**src/rtl/isa_pkg.sv**
```systemverilog
// ---------------------------------------------------------------------------
// isa_pkg
// Shared ISA definitions for the decode stage: opcode encoding, instruction
// field positions, default widths and the control-decode helper.
// Rev 1.0
// ---------------------------------------------------------------------------
`default_nettype none

package isa_pkg;

  localparam int WIDTH_DEF = 24;
  localparam int NREG_DEF  = 16;
  localparam int REG_IDX_W = 4;

  // Instruction field bit positions
  localparam int OP_HI  = 23;
  localparam int OP_LO  = 20;
  localparam int RD_HI  = 19;
  localparam int RD_LO  = 16;
  localparam int RS1_HI = 15;
  localparam int RS1_LO = 12;
  localparam int RS2_HI = 11;
  localparam int RS2_LO = 8;
  localparam int IMM_HI = 11;
  localparam int IMM_LO = 0;
  localparam int IMM_W  = IMM_HI - IMM_LO + 1;

  typedef enum logic [3:0] {
    OP_NOP   = 4'd0,
    OP_ADD   = 4'd1,
    OP_SUB   = 4'd2,
    OP_AND   = 4'd3,
    OP_OR    = 4'd4,
    OP_ADDI  = 4'd5,
    OP_LOAD  = 4'd6,
    OP_STORE = 4'd7,
    OP_BEQ   = 4'd8,
    OP_JMP   = 4'd9
  } opcode_e;

  // Decoded control: effective opcode plus which source fields are live.
  typedef struct packed {
    logic [3:0] op_eff;
    logic       regwrite;
    logic       memread;
    logic       memwrite;
    logic       branch;
    logic       use_rs1;
    logic       use_b;
    logic       b_is_rd;
  } ctrl_t;

  // Undefined opcodes collapse to NOP so they carry no side effects.
  function automatic ctrl_t decode_ctrl(input logic [3:0] op);
    ctrl_t c;
    c = '0;
    c.op_eff = op;
    case (op)
      OP_ADD, OP_SUB, OP_AND, OP_OR: begin
        c.regwrite = 1'b1;
        c.use_rs1  = 1'b1;
        c.use_b    = 1'b1;
      end
      OP_ADDI: begin
        c.regwrite = 1'b1;
        c.use_rs1  = 1'b1;
      end
      OP_LOAD: begin
        c.regwrite = 1'b1;
        c.memread  = 1'b1;
        c.use_rs1  = 1'b1;
      end
      OP_STORE: begin
        c.memwrite = 1'b1;
        c.use_rs1  = 1'b1;
        c.use_b    = 1'b1;
        c.b_is_rd  = 1'b1;
      end
      OP_BEQ: begin
        c.branch   = 1'b1;
        c.use_rs1  = 1'b1;
        c.use_b    = 1'b1;
        c.b_is_rd  = 1'b1;
      end
      OP_JMP: begin
        c.branch   = 1'b1;
      end
      default: begin
        c.op_eff   = OP_NOP;
      end
    endcase
    return c;
  endfunction

endpackage

`default_nettype wire

```
**src/rtl/regfile.sv**
```systemverilog
// ---------------------------------------------------------------------------
// regfile
// NREG x WIDTH register file, two asynchronous read ports, one synchronous
// write port. R0 is hardwired to zero; a same-cycle write is forwarded to
// the read ports.
// Rev 1.0
// ---------------------------------------------------------------------------
`default_nettype none

module regfile
  import isa_pkg::*;
#(
  parameter int WIDTH = WIDTH_DEF,
  parameter int NREG  = NREG_DEF
) (
  input  logic                 clk,
  input  logic                 rst_n,
  input  logic [REG_IDX_W-1:0] ra,
  input  logic [REG_IDX_W-1:0] rb,
  output logic [WIDTH-1:0]     rdata_a,
  output logic [WIDTH-1:0]     rdata_b,
  input  logic                 we,
  input  logic [REG_IDX_W-1:0] wa,
  input  logic [WIDTH-1:0]     wdata
);

  logic [WIDTH-1:0] regs [NREG];

  // Write port; R0 is never written so it always reads back zero.
  always_ff @(posedge clk or negedge rst_n) begin
    if (!rst_n) begin
      for (int i = 0; i < NREG; i++) begin
        regs[i] <= '0;
      end
    end else if (we && (wa != '0)) begin
      regs[wa] <= wdata;
    end
  end

  // Read port A with write-before-read forwarding.
  always_comb begin
    rdata_a = '0;
    if (ra != '0) begin
      rdata_a = (we && (wa == ra)) ? wdata : regs[ra];
    end
  end

  // Read port B with write-before-read forwarding.
  always_comb begin
    rdata_b = '0;
    if (rb != '0) begin
      rdata_b = (we && (wa == rb)) ? wdata : regs[rb];
    end
  end

endmodule

`default_nettype wire

```
**src/rtl/decode_stage.sv**
```systemverilog
// ---------------------------------------------------------------------------
// decode_stage
// Instruction decode: field extraction, control decode, register read,
// load-use hazard detection and the decode/execute pipeline register.
// Rev 1.0
// ---------------------------------------------------------------------------
`default_nettype none

module decode_stage
  import isa_pkg::*;
#(
  parameter int WIDTH = WIDTH_DEF,
  parameter int NREG  = NREG_DEF
) (
  input  logic                 CLK,
  input  logic                 rst,
  input  logic [WIDTH-1:0]     instruccion,
  input  logic [WIDTH-1:0]     nextPc,
  input  logic                 if_valid,
  input  logic                 flush,
  input  logic                 wb_we,
  input  logic [REG_IDX_W-1:0] wb_rd,
  input  logic [WIDTH-1:0]     wb_data,
  output logic                 stall,
  output logic                 ex_valid,
  output logic [3:0]           ex_op,
  output logic [REG_IDX_W-1:0] ex_rd,
  output logic [WIDTH-1:0]     ex_a,
  output logic [WIDTH-1:0]     ex_b,
  output logic [WIDTH-1:0]     ex_imm,
  output logic [WIDTH-1:0]     ex_pc,
  output logic                 ex_regwrite,
  output logic                 ex_memread,
  output logic                 ex_memwrite,
  output logic                 ex_branch
);

  logic [3:0]           op;
  logic [REG_IDX_W-1:0] rd;
  logic [REG_IDX_W-1:0] rs1;
  logic [REG_IDX_W-1:0] rs2;
  logic [REG_IDX_W-1:0] b_idx;
  logic [WIDTH-1:0]     imm_sext;
  logic [WIDTH-1:0]     rdata_a;
  logic [WIDTH-1:0]     rdata_b;
  ctrl_t                ctrl;
  logic                 hazard;
  logic                 issue;

  assign op       = instruccion[OP_HI:OP_LO];
  assign rd       = instruccion[RD_HI:RD_LO];
  assign rs1      = instruccion[RS1_HI:RS1_LO];
  assign rs2      = instruccion[RS2_HI:RS2_LO];
  assign imm_sext = {{(WIDTH-IMM_W){instruccion[IMM_HI]}}, instruccion[IMM_HI:IMM_LO]};
  assign ctrl     = decode_ctrl(op);

  // STORE and BEQ compare/store the rd register, so it replaces rs2 on port B.
  assign b_idx    = ctrl.b_is_rd ? rd : rs2;

  regfile #(
    .WIDTH (WIDTH),
    .NREG  (NREG)
  ) u_regfile (
    .clk     (CLK),
    .rst_n   (rst),
    .ra      (rs1),
    .rb      (b_idx),
    .rdata_a (rdata_a),
    .rdata_b (rdata_b),
    .we      (wb_we),
    .wa      (wb_rd),
    .wdata   (wb_data)
  );

  // Load-use hazard: a load in execute targets a source this instruction reads.
  always_comb begin
    hazard = 1'b0;
    if (ex_valid && ex_memread && (ex_rd != '0)) begin
      hazard = (ctrl.use_rs1 && (rs1 == ex_rd)) ||
               (ctrl.use_b   && (b_idx == ex_rd));
    end
  end

  // Flush and empty decode both override the hazard; reset forces stall low.
  assign stall = rst && if_valid && !flush && hazard;
  assign issue = if_valid && !flush && !hazard;

  // Execute pipeline register: decoded instruction or an all-zero bubble.
  always_ff @(posedge CLK or negedge rst) begin
    if (!rst) begin
      ex_valid    <= 1'b0;
      ex_op       <= '0;
      ex_rd       <= '0;
      ex_a        <= '0;
      ex_b        <= '0;
      ex_imm      <= '0;
      ex_pc       <= '0;
      ex_regwrite <= 1'b0;
      ex_memread  <= 1'b0;
      ex_memwrite <= 1'b0;
      ex_branch   <= 1'b0;
    end else if (issue) begin
      ex_valid    <= 1'b1;
      ex_op       <= ctrl.op_eff;
      ex_rd       <= rd;
      ex_a        <= rdata_a;
      ex_b        <= rdata_b;
      ex_imm      <= imm_sext;
      ex_pc       <= nextPc;
      ex_regwrite <= ctrl.regwrite;
      ex_memread  <= ctrl.memread;
      ex_memwrite <= ctrl.memwrite;
      ex_branch   <= ctrl.branch;
    end else begin
      ex_valid    <= 1'b0;
      ex_op       <= '0;
      ex_rd       <= '0;
      ex_a        <= '0;
      ex_b        <= '0;
      ex_imm      <= '0;
      ex_pc       <= '0;
      ex_regwrite <= 1'b0;
      ex_memread  <= 1'b0;
      ex_memwrite <= 1'b0;
      ex_branch   <= 1'b0;
    end
  end

endmodule

`default_nettype wire

```
**config.mk**
```make
export PLATFORM = sky130hd
export DESIGN_NAME = decode_stage
export DESIGN_NICKNAME = d
export VERILOG_FILES = /design/src/rtl/isa_pkg.sv /design/src/rtl/regfile.sv /design/src/rtl/decode_stage.sv
export SDC_FILE = /design/constraint.sdc
export NUM_CORES = 1
export LEC_CHECK = 0
export ABC_CLOCK_PERIOD_IN_PS = 6000
export CAP_MARGIN = 20
export CORE_MARGIN = 4
export CORE_UTILIZATION = 50
export DETAILED_ROUTE_END_ITERATION = 10
export MAX_ROUTING_LAYER = met4
export PLACE_DENSITY = 0.7
export RECOVER_POWER = 25
export SLEW_MARGIN = 20
export SYNTH_ARGS = -nofsm -noshare
export SYNTH_HDL_FRONTEND = slang
export SYNTH_SLANG_ARGS = --single-unit
export TNS_END_PERCENT = 10
```
**constraint.sdc**
```tcl
create_clock -name CLK -period 6 [get_ports CLK]
set_clock_uncertainty 0.1 [all_clocks]
set_input_delay 0.9 -clock CLK [delete_from_list [all_inputs] [get_ports CLK]]
set_output_delay 0.9 -clock CLK [all_outputs]
set_load 0.005 [all_outputs]
```
### After elaboration in Yosys (flattened, before gate mapping)

Cells that the tools add are included.

* bitwise gates (word level): 3
* order comparisons: 4
* equality and inequality tests: 13
* mux-type cells: 34
* reductions and logical operators: 26

Operators with widths (number)
* bitwise mux 384 bit: 1
* two-way mux 24 bit: 13
* binary-select mux 24 bit (select 4 bit): 2
* demux 24 bit (select 4 bit): 1
* equality test 4 x 3 -> 1 bit, second input constant: 4
* equality test 4 bit: 4
* two-way mux 4 bit: 4
* nonzero test 4 bit: 4
* greater-or-equal comparator 5 bit, second input constant: 3
* inverter 4 -> 5 bit: 3
* logical AND 1 bit: 13
* two-way mux 1 bit: 13
* OR reduction 6 bit: 2
* OR reduction 9 bit: 1
* equality test 4 x 2 -> 1 bit, second input constant: 2
* equality test 4 bit, second input constant: 2
* OR reduction 8 bit: 1
* < comparator 5 x 1 -> 1 bit, second input constant: 1
* equality test 4 x 1 -> 1 bit, second input constant: 1
* OR reduction 2 bit: 2
* zero test 1 bit: 2
* logical OR 1 bit: 1

* register bits after elaboration: 493
* input bits: 81
* output and inout bits: 110

### Longest topological paths before layout

Gate-level depths: netlist (run 1).

* depth in word-level cells: 11
* gate-level depth with buffers: 12
* mapped depth without buffers: 7

### By module

From an unflattened synthesis (run 1), not the netlist that was laid out.

* cell total of the unflattened synthesis: 1848
* area total of the unflattened synthesis: 24536.0 um^2

By module, submodules not included
* regfile: area an instance 20799.9 um^2, times used 1, sequential area each 9609.2 um^2, cells an instance 1559
* decode_stage: area an instance 3736.1 um^2, times used 1, sequential area each 2427.3 um^2, cells an instance 289

### Worst setup path after synthesis (run 1)

No wires, ideal clock.

* kind: input-to-output
* start: input instruccion[20]
* end: output stall
* arrival: 2.388 ns
* required time: 5.000 ns
* path buffers: 1
* cell stages on the path: 7
* setup slack: 2.612 ns
* cell sequence: or3b_1 -> a2bb2oi_1 -> o221a_2 -> buf_2 -> xnor2_2 -> a41oi_2 -> nor3_1

* word-level cells in the longest chain between the ends: 9
* elaborated cells on any way between the ends: 21
* those cells by class: 9 x eq/ne; 5 x mux; 7 x reduce/logical

RTL lines
* start, declared: line decode_stage.sv:17 `input logic [WIDTH-1:0] instruccion,`
* equality test 4 bit or equality test 4 x 3 -> 1 bit (tied branches): line isa_pkg.sv:58 `case (op)`
* OR reduction 2 bit (no source line)
* two-way mux 1 bit: line isa_pkg.sv:58
* two-way mux 4 bit: line decode_stage.sv:58 `assign b_idx = ctrl.b_is_rd ? rd : rs2;`
* equality test 4 bit: line decode_stage.sv:80 `(ctrl.use_b && (b_idx == ex_rd));`
* logical AND 1 bit: line decode_stage.sv:80
* logical OR 1 bit (*): line decode_stage.sv:79 `hazard = (ctrl.use_rs1 && (rs1 == ex_rd)) ||`
* two-way mux 1 bit (*): line decode_stage.sv:78 `if (ex_valid && ex_memread && (ex_rd != '0)) begin`
* logical AND 1 bit (*): line decode_stage.sv:85 `assign stall = rst && if_valid && !flush && hazard;`
* end, declared: line decode_stage.sv:24 `output logic stall,`

Every way passes the cells marked *; elsewhere a longest branch is shown, timed or not.

### Worst setup path in the final report (run 1)

* start: input instruccion[23]
* end: output stall

The elaborated chain is that of the path after synthesis.

==> Flow_metrics.wiki, run 1 <==
{| class="wikitable"
! Metric !! Value
|-
| Crit path largest cell delay || 0.79 ns
|-
| Area share of and/or/nand/nor cells after synthesis || 0.0574
|-
| Fin crit period || 5.22 ns
|-
| Worst min path class || primary input to async pin
|-
| Required time at the worst-slack endpoint || 5.00 ns
|-
| Number of buffers and inverters on the critical path || 2
|-
| Layout Nets || 2161
|-
| Post-synthesis share of cell area spent on full adders, half adders and majority gates || 0
|-
| Flops & latches, synth || 481
|-
| Max Clk Rate || 192 MHz
|-
| Status || finished with violations
|-
| Number of synthesized flops with an enable pin || 0
|-
| Number of cells produced by synthesis || 2035
|-
| CP arrival || 4.22 ns
|-
| CTS Sinks || 481
|-
| Area growth from synthesis to layout || 16.2%
|-
| Depth of the CTS H-tree || 2
|-
| Ys Warns || 0
|-
| Accumulated negative setup slack || 0 ns
|-
| Crit path capture type || output pin
|-
| Sequential share of the synthesized area || 0.478
|-
| First-pass GRT wire length || 114 mm
|-
| Number of buffers created by CTS || 52
|-
| Placement row count || 81
|-
| Via Count || 18163
|-
| Slowest cell on crit path || clkdlybuf4s50_1
|-
| Antenna violations before repair || 3
|-
| Net count of the mapped netlist || 2116
|-
| Pin count of the biggest net entering global routing || 169
|-
| Post-detail-place hpwl || 42.6 mm
|-
| Beginning of the critical path || instruccion[23]
|-
| Die height || 232 um
|-
| First DRT Iteration DRCs || 1968
|-
| Overall routed net length || 75.0 mm
|-
| Chip Width || 232 um
|-
| Fraction of layout cells with a size suffix above 1 || 0.296
|-
| Core Footprint || 49400 sq um
|-
| Number of design rule violations left after detail routing || 0
|-
| DRT Pass-1 Iters || 5
|-
| Clock transition at the register clock pins on the worst setup and hold paths after CTS || 0.05 ns
|-
| Depth of the worst register-to-register path || 7
|-
| Maximum fanout along the worst path || 29
|-
| Layout Cell Area excl Fill || 29300 sq um
|-
| Vias per cell || 6.52
|-
| All-Layer GR Usage || 0.285
|-
| PostCTS Resize Cnt || 0
|-
| Number of setup violations in the final report || 0
|-
| R2R Setup Slk || 3.59 ns
|-
| Failing checks || capacitance limit, slew limit
|-
| Area of the die || 54000 sq um
|-
| Final hold violation count || 0
|-
| Most repeated library cell on the critical path || clkdlybuf4s50_1
|-
| CTS tree || built
|-
| Final period util || 0.870
|-
| Detail Route Antenna Nets || 0
|-
| Netlist Area Pre-Place || 25200 sq um
|-
| Port Buffer Count || 190
|-
| Count of distinct cell types in the synthesized netlist || 50
|-
| Beginning of the worst register-to-register path || ex_rd[0]
|-
| Fraction of the mapped netlist area in compound gates || 0.108
|-
| Combinational family with the most area after synthesis || multiplexers
|-
| Placed Instance Area || 27400 sq um
|-
| Power density of the placed cells || 336 nW/um^2
|-
| CTS hold repair buffers || 0
|-
| Max transition margin || -1.48
|-
| Global placement routability congestion || 0.839
|-
| Maximum buffer depth of the clock tree || 3
|-
| Largest vdd supply drop || 291 uV
|-
| DR WL/cell || 26.9 um
|-
| Series of cell instances along the critical path || clkdlybuf4s50_1 -> nor4b_1 -> o21bai_4 -> and3_4 -> xnor2_2 -> a41oi_2 -> nor3_1 -> clkdlybuf4s50_1
|-
| Starting Density || 0.510
|-
| Start-to-end type of the worst setup path || primary input to output pin
|-
| Category of the worst setup path launch point || primary input
|-
| Area share of xor/xnor cells in the synthesized design || 0.00581
|-
| I/O pin cnt || 191
|-
| Commonest register cell after synthesis || dfrtp_1
|-
| Cell at the root of the clock tree || clkbuf_16
|-
| Critical R2R Capture || ex_a[13]
|-
| Vias in the first global route || 18440
|-
| Max-slew violation count || 221
|-
| Transition time of the tightest slew-check pin || 3.73 ns
|-
| Number of setup buffers added after CTS || 0
|-
| Average size of a mapped cell || 12.4 sq um
|-
| Leakage power || 0.0122 uW
|-
| RSZ-0062 raised after global routing || false
|-
| Max-cap viol count || 2
|-
| Share of flip-flops with an asynchronous set or reset || 1.00
|-
| Total congestion overflow || 0
|-
| Mux contribution to synthesized area || 0.296
|-
| Clock insertion delay at the later pin of the skew report || 0.60 ns
|-
| Category of cells accounting for the largest share of critical-path delay || buffers and inverters
|}
==> metrics by stage <==
step	std cells	total power, uW	hold WS [ns]	worst slack (ns)	util
2_1_floorplan	2035	5700	0.346	2.61	-
3_3_place_gp	2689	6350	0.282	0.808	0.556
3_5_place_dp	2689	6440	0.288	0.640	0.556
4_1_cts	2782	9870	0.241	0.792	0.593
5_1_grt	2786	10300	0.289	0.360	0.593
6_report	2786	9830	0.224	0.779	0.593
==> area by class of cell <==
type	instances	area (sq um)
clock buffers	70	1480
fillers	4001	20100
diodes	3	7.51
inverters	94	353
repair buffers	236	2280
flip-flops and latches	481	12000
well taps	664	831
multi-input cells	1215	12000
clock inverters	23	320
==> worst reg2reg max path, cell delays in order, from the launching register on <==
cell and delay [ns]:
dfrtp_1 0.47, xnor2_1 0.20, nand4_1 0.11, nor2_1 0.15, a41oi_2 0.10, o211ai_4 0.58, buf_4 0.45, nor2_1 0.12
==> power by group <==
group	total [uW]	switching, uW	internal [uW]
clock	3410	1350	2060
sequential	4320	460	3850
combinational	2100	945	1160
==> Yosys cell counts, types with 5 or more instances <==
master / count / area (sq um)
dfrtp_1: 481 / 12000
mux2_2: 337 / 3790
clkbuf_1: 178 / 668
a211oi_1: 161 / 1210
mux4_2: 120 / 2700
mux2i_1: 95 / 951
inv_1: 94 / 353
a31oi_1: 92 / 576
o21ai_0: 72 / 360
nor2_1: 66 / 248
and4_1: 48 / 420
and2_1: 40 / 250
buf_2: 39 / 195
nand2_1: 36 / 135
o21ai_1: 26 / 130
o2111ai_1: 23 / 201
buf_4: 19 / 143
xnor2_1: 9 / 78.8
a21oi_1: 8 / 40.0
buf_1: 8 / 30.0
nand2b_1: 7 / 43.8
nand3_1: 7 / 35.0
nor2b_1: 5 / 31.3
nor3_1: 5 / 25.0
nor4bb_1: 5 / 50.1
or3_1: 5 / 31.3
==> worst max-delay path by stage <==
stage / endpoint / slack, ns / cells past startpoint
after floorplan: stall / 2.61 / 7
after global placement: ex_b[22] / 0.81 / 10
after detailed placement: ex_b[22] / 0.64 / 10
after CTS: stall / 0.79 / 8
after global routing: u_regfile.regs[229] / 0.36 / 2
final: stall / 0.78 / 8
==> routing by layer <==
| metal | global-route usage | up-vias | part of all wire |
|---|---|---|---|
| li1 | - | 7668 | - |
| met1 | 0.376 | 9381 | 0.40 |
| met2 | 0.442 | 915 | 0.48 |
| met3 | 0.0555 | 199 | 0.082 |
| met4 | 0.110 | 0 | 0.039 |
| met5 | - | - | 0 |
==> state kept, by name (all words and copies together) (netlist names), 4 cells and up <==
| signal | cells |
|---|---|
| ex_a | 24 |
| ex_b | 24 |
| ex_imm | 12 |
| ex_op | 4 |
| ex_pc | 24 |
| ex_rd | 4 |
| u_regfile.regs | 384 |
==> logic make-up after synthesis <==
| family | after synthesis |
|---|---|
| AOI/OAI and AO/OA | 402 |
| buffers and inverters | 339 |
| xor gates and xnor gates | 15 |
| DFF | 481 |
| and+or+nand+nor | 246 |
| muxes | 552 |
==> cells in the final DEF (no fill, tap or decap), types with 5 or more instances in the layout <==
cell | synthesis | final
dfrtp_1 | 481 | 481
a21oi_1 | 8 | 8
inv_1 | 94 | 94
and2_1 | 40 | 40
clkdlybuf4s50_1 | 0 | 185
buf_4 | 19 | 42
clkbuf_8 | 0 | 9
xnor2_1 | 9 | 9
clkinv_2 | 0 | 13
clkbuf_16 | 0 | 53
a31oi_1 | 92 | 92
mux2_2 | 337 | 337
o2111ai_1 | 23 | 23
o21ai_1 | 26 | 24
clkbuf_1 | 178 | 8
nor2_1 | 66 | 54
and4_1 | 48 | 48
mux4_2 | 120 | 120
bufinv_16 | 0 | 8
o21ai_0 | 72 | 72
mux2i_1 | 95 | 95
nand2b_1 | 7 | 5
a211oi_1 | 161 | 161
nor2_4 | 0 | 11
nand2_1 | 36 | 36
nor3_1 | 5 | 5
nor4bb_1 | 5 | 5
No activity file was read; power rests on OpenSTA's default activity.
==> inputs of run 2 (changes only) <==
--- a/config.mk
+++ b/config.mk
@@ -7,12 +7,12 @@
 export LEC_CHECK = 0
 export ABC_CLOCK_PERIOD_IN_PS = 6000
 export CAP_MARGIN = 20
-export CORE_MARGIN = 4
-export CORE_UTILIZATION = 50
+export CORE_MARGIN = 1.5
+export CORE_UTILIZATION = 59
 export DETAILED_ROUTE_END_ITERATION = 10
 export MAX_ROUTING_LAYER = met4
-export PLACE_DENSITY = 0.7
-export RECOVER_POWER = 25
+export PLACE_DENSITY = 0.8
+export RECOVER_POWER = 100
 export SLEW_MARGIN = 20
 export SYNTH_ARGS = -nofsm -noshare
 export SYNTH_HDL_FRONTEND = slang
==> Flow_metrics.wiki, run 2 (same netlist as run 1, synthesis figures left out) <==
{| class="wikitable"
! Metric !! Value
|-
| Proportion of power drawn by the clock network || 0.320 (-0.027)
|-
| Accumulated negative setup slack || 0 ns (unchanged)
|-
| Clock transition at the register clock pins on the worst setup and hold paths after CTS || 0.06 ns (about the same)
|-
| R2R Setup Slk || 2.50 ns (-1.09 ns)
|-
| DR WL/cell || 27.7 um (+2.8%)
|-
| Power density of the placed cells || 328 nW/um^2 (-2.3%)
|-
| Number of setup violations in the final report || 0 (unchanged)
|-
| Vias in the first global route || 19286 (+4.6%)
|-
| Maximum fanout along the worst path || 40 (+38%)
|-
| Clock insertion delay at the later pin of the skew report || 0.61 ns (about the same)
|-
| Number of setup buffers added after CTS || 0 (unchanged)
|-
| Worst min path class || primary input to async pin
|-
| First DRT Iteration DRCs || 1826 (-7.2%)
|-
| Depth of the CTS H-tree || 2 (unchanged)
|-
| Total congestion overflow || 0 (unchanged)
|-
| Pin count of the biggest net entering global routing || 100 (-41%)
|-
| Max Clk Rate || 186 MHz (-2.6%)
|-
| CTS Sinks || 481 (unchanged)
|-
| Critical R2R Capture || ex_b[2]
|-
| PostCTS Resize Cnt || 0 (unchanged)
|-
| Sequential share of power || 0.458 (+0.019)
|-
| Top reg by flops || u_regfile.regs
|-
| CP arrival || 5.71 ns (+1.49 ns)
|-
| Starting Density || 0.599 (+0.0888)
|-
| Most common cell after layout, fill and taps aside || dfrtp_1
|-
| Die height || 210 um (-9.8%)
|-
| Status || finished with violations
|-
| Area growth from synthesis to layout || 14.1%
|-
| Number of buffers created by CTS || 50 (-3.8%)
|-
| Chip Width || 210 um (-9.8%)
|-
| Share of total power consumed by net switching || 0.290 (+0.0100)
|-
| Global placement routability congestion || 0.885 (+5.5%)
|-
| Fin crit period || 5.36 ns (+0.142 ns)
|-
| Category of cells accounting for the largest share of critical-path delay || buffers and inverters
|-
| Depth of the worst register-to-register path || 7 (unchanged)
|-
| Area of the die || 43900 sq um (-19%)
|-
| Final period util || 0.894 (+0.0236)
|-
| Crit path largest cell delay || 0.81 ns (+0.02 ns)
|-
| Maximum buffer depth of the clock tree || 3 (unchanged)
|-
| Placement row count || 75 (-7.4%)
|-
| Port Buffer Count || 190 (unchanged)
|-
| Final standard cell utilization of the core || 0.684 (+0.0910)
|-
| Cell at the root of the clock tree || clkbuf_16
|-
| Layout Nets || 2167 (+0.28%)
|-
| Detail Route Antenna Nets || 0 (unchanged)
|-
| Final hold violation count || 0 (unchanged)
|-
| Cell-internal power || 6700 uW (-5.4%)
|-
| Required time at the worst-slack endpoint || 6.35 ns (+1.35 ns)
|-
| RSZ-0062 raised after global routing || false
|-
| Proportion of power drawn by combinational gates || 0.222 (+0.008)
|-
| Largest vdd supply drop || 267 uV (-8.1%)
|-
| Beginning of the worst register-to-register path || ex_rd[3]
|-
| Series of cell instances along the critical path || dlygate4sd3_1 -> and3b_1 -> or3_2 -> clkbuf_2 -> nand3_4 -> nand3_1 -> o211ai_1 -> clkbuf_1 -> buf_4 -> a211oi_1
|-
| CTS hold repair buffers || 0 (unchanged)
|-
| All-Layer GR Usage || 0.351 (+0.0656)
|-
| Count of fill cells added during filler insertion || 2992 (-25%)
|-
| Slowest cell on crit path || clkbuf_1
|-
| Number of design rule violations left after detail routing || 0 (unchanged)
|-
| Start-to-end type of the worst setup path || primary input to flop
|-
| First-pass GRT wire length || 113 mm (-0.69%)
|-
| CTS tree || built
|-
| Antenna violations before repair || 4 (+1)
|-
| Max-cap viol count || 18 (+16)
|-
| Failing checks || capacitance limit, slew limit
|-
| Max transition margin || -1.27 (+0.214)
|-
| Sequential cell area || 12000 sq um (unchanged)
|-
| Number of buffers and inverters on the critical path || 4 (+2)
|-
| Via Count || 18695 (+2.9%)
|-
| Core Footprint || 42000 sq um (-15%)
|-
| Post-detail-place hpwl || 42.0 mm (-1.4%)
|-
| I/O pin cnt || 191 (unchanged)
|-
| Net Switching || 2740 uW (-0.57%)
|-
| Leakage power || 0.0124 uW (+1.2%)
|-
| Most used cells in the layout excluding fill and tap cells || dfrtp_1 (481), mux2_2 (334), a211oi_1 (161)
|-
| Overall routed net length || 73.8 mm (-1.6%)
|-
| Max-slew violation count || 513 (+130%)
|-
| Category of the worst setup path launch point || primary input
|-
| Fraction of layout cells with a size suffix above 1 || 0.281 (-0.0150)
|-
| Crit path capture type || flop
|-
| Area of the multi-input gates || 11900 sq um (-0.86%)
|-
| DRT Pass-1 Iters || 6 (+1)
|-
| Vias per cell || 7.01 (+7.5%)
|-
| Transition time of the tightest slew-check pin || 3.39 ns (-0.333 ns)
|-
| Max reg flops || 384 (unchanged)
|}
==> run 2: through the flow <==
stage                     setup WS, ns  instances  cell area (sq um)  power [uW]  hold slack (ns)
final                            0.637       2668              28700        9440            0.204
after global routing             0.471       2668              28700        9800            0.280
after CTS                        0.964       2662              28900        9460            0.246
after detailed placement         0.913       2571              27300        6430            0.286
after global placement            1.09       2570              27300        6300            0.281
after floorplan                   2.61       2035              25200        5700            0.346
==> run 2: worst reg2reg max path: cells and delay by family, from the launching register on <==
family	cells	cell delay, ns
buffers and inverters	2	1.16
AND/OR/NAND/NOR	2	0.33
AO/OA/AOI/OAI	3	1.29
flip-flops	1	0.46
==> run 2: worst max path at each step <==
| stage | end | startpoint | cells after the start |
|---|---|---|---|
| after floorplan | stall | instruccion[20] | 7 |
| after global placement | stall | instruccion[20] | 8 |
| after detailed placement | ex_b[22] | instruccion[20] | 10 |
| after CTS | stall | instruccion[20] | 8 |
| after global routing | ex_b[22] | instruccion[20] | 10 |
| final | ex_b[2] | instruccion[20] | 10 |
==> run 2: power groups by stage <==
stage / Clock (uW) / Sequential, uW / Combinational (uW)
6_report: 3020 / 4320 / 2100
5_1_grt: 3170 / 4380 / 2240
4_1_cts: 3050 / 4300 / 2110
3_5_place_dp: 0 / 4350 / 2090
3_3_place_gp: 0 / 4300 / 2010
2_1_floorplan: 0 / 4190 / 1510
==> run 2: metal layers <==
| metal | GRT usage | up-vias | wire, um |
|---|---|---|---|
| li1 | - | 7699 | - |
| met5 | - | - | 0 |
| met2 | 0.542 | 1200 | 35200 |
| met3 | 0.0718 | 330 | 7010 |
| met4 | 0.193 | 0 | 4160 |
| met1 | 0.437 | 9466 | 27400 |
==> run 2: area by class of cell <==
class | instances | area share
tap | 539 | 0.0235
multi-input combinational | 1215 | 0.412
sequential | 481 | 0.419
clock inverter | 21 | 0.00544
antenna | 4 | 0.000348
timing repair buffer | 244 | 0.0780
clock buffer | 70 | 0.0496
inverter | 94 | 0.0123
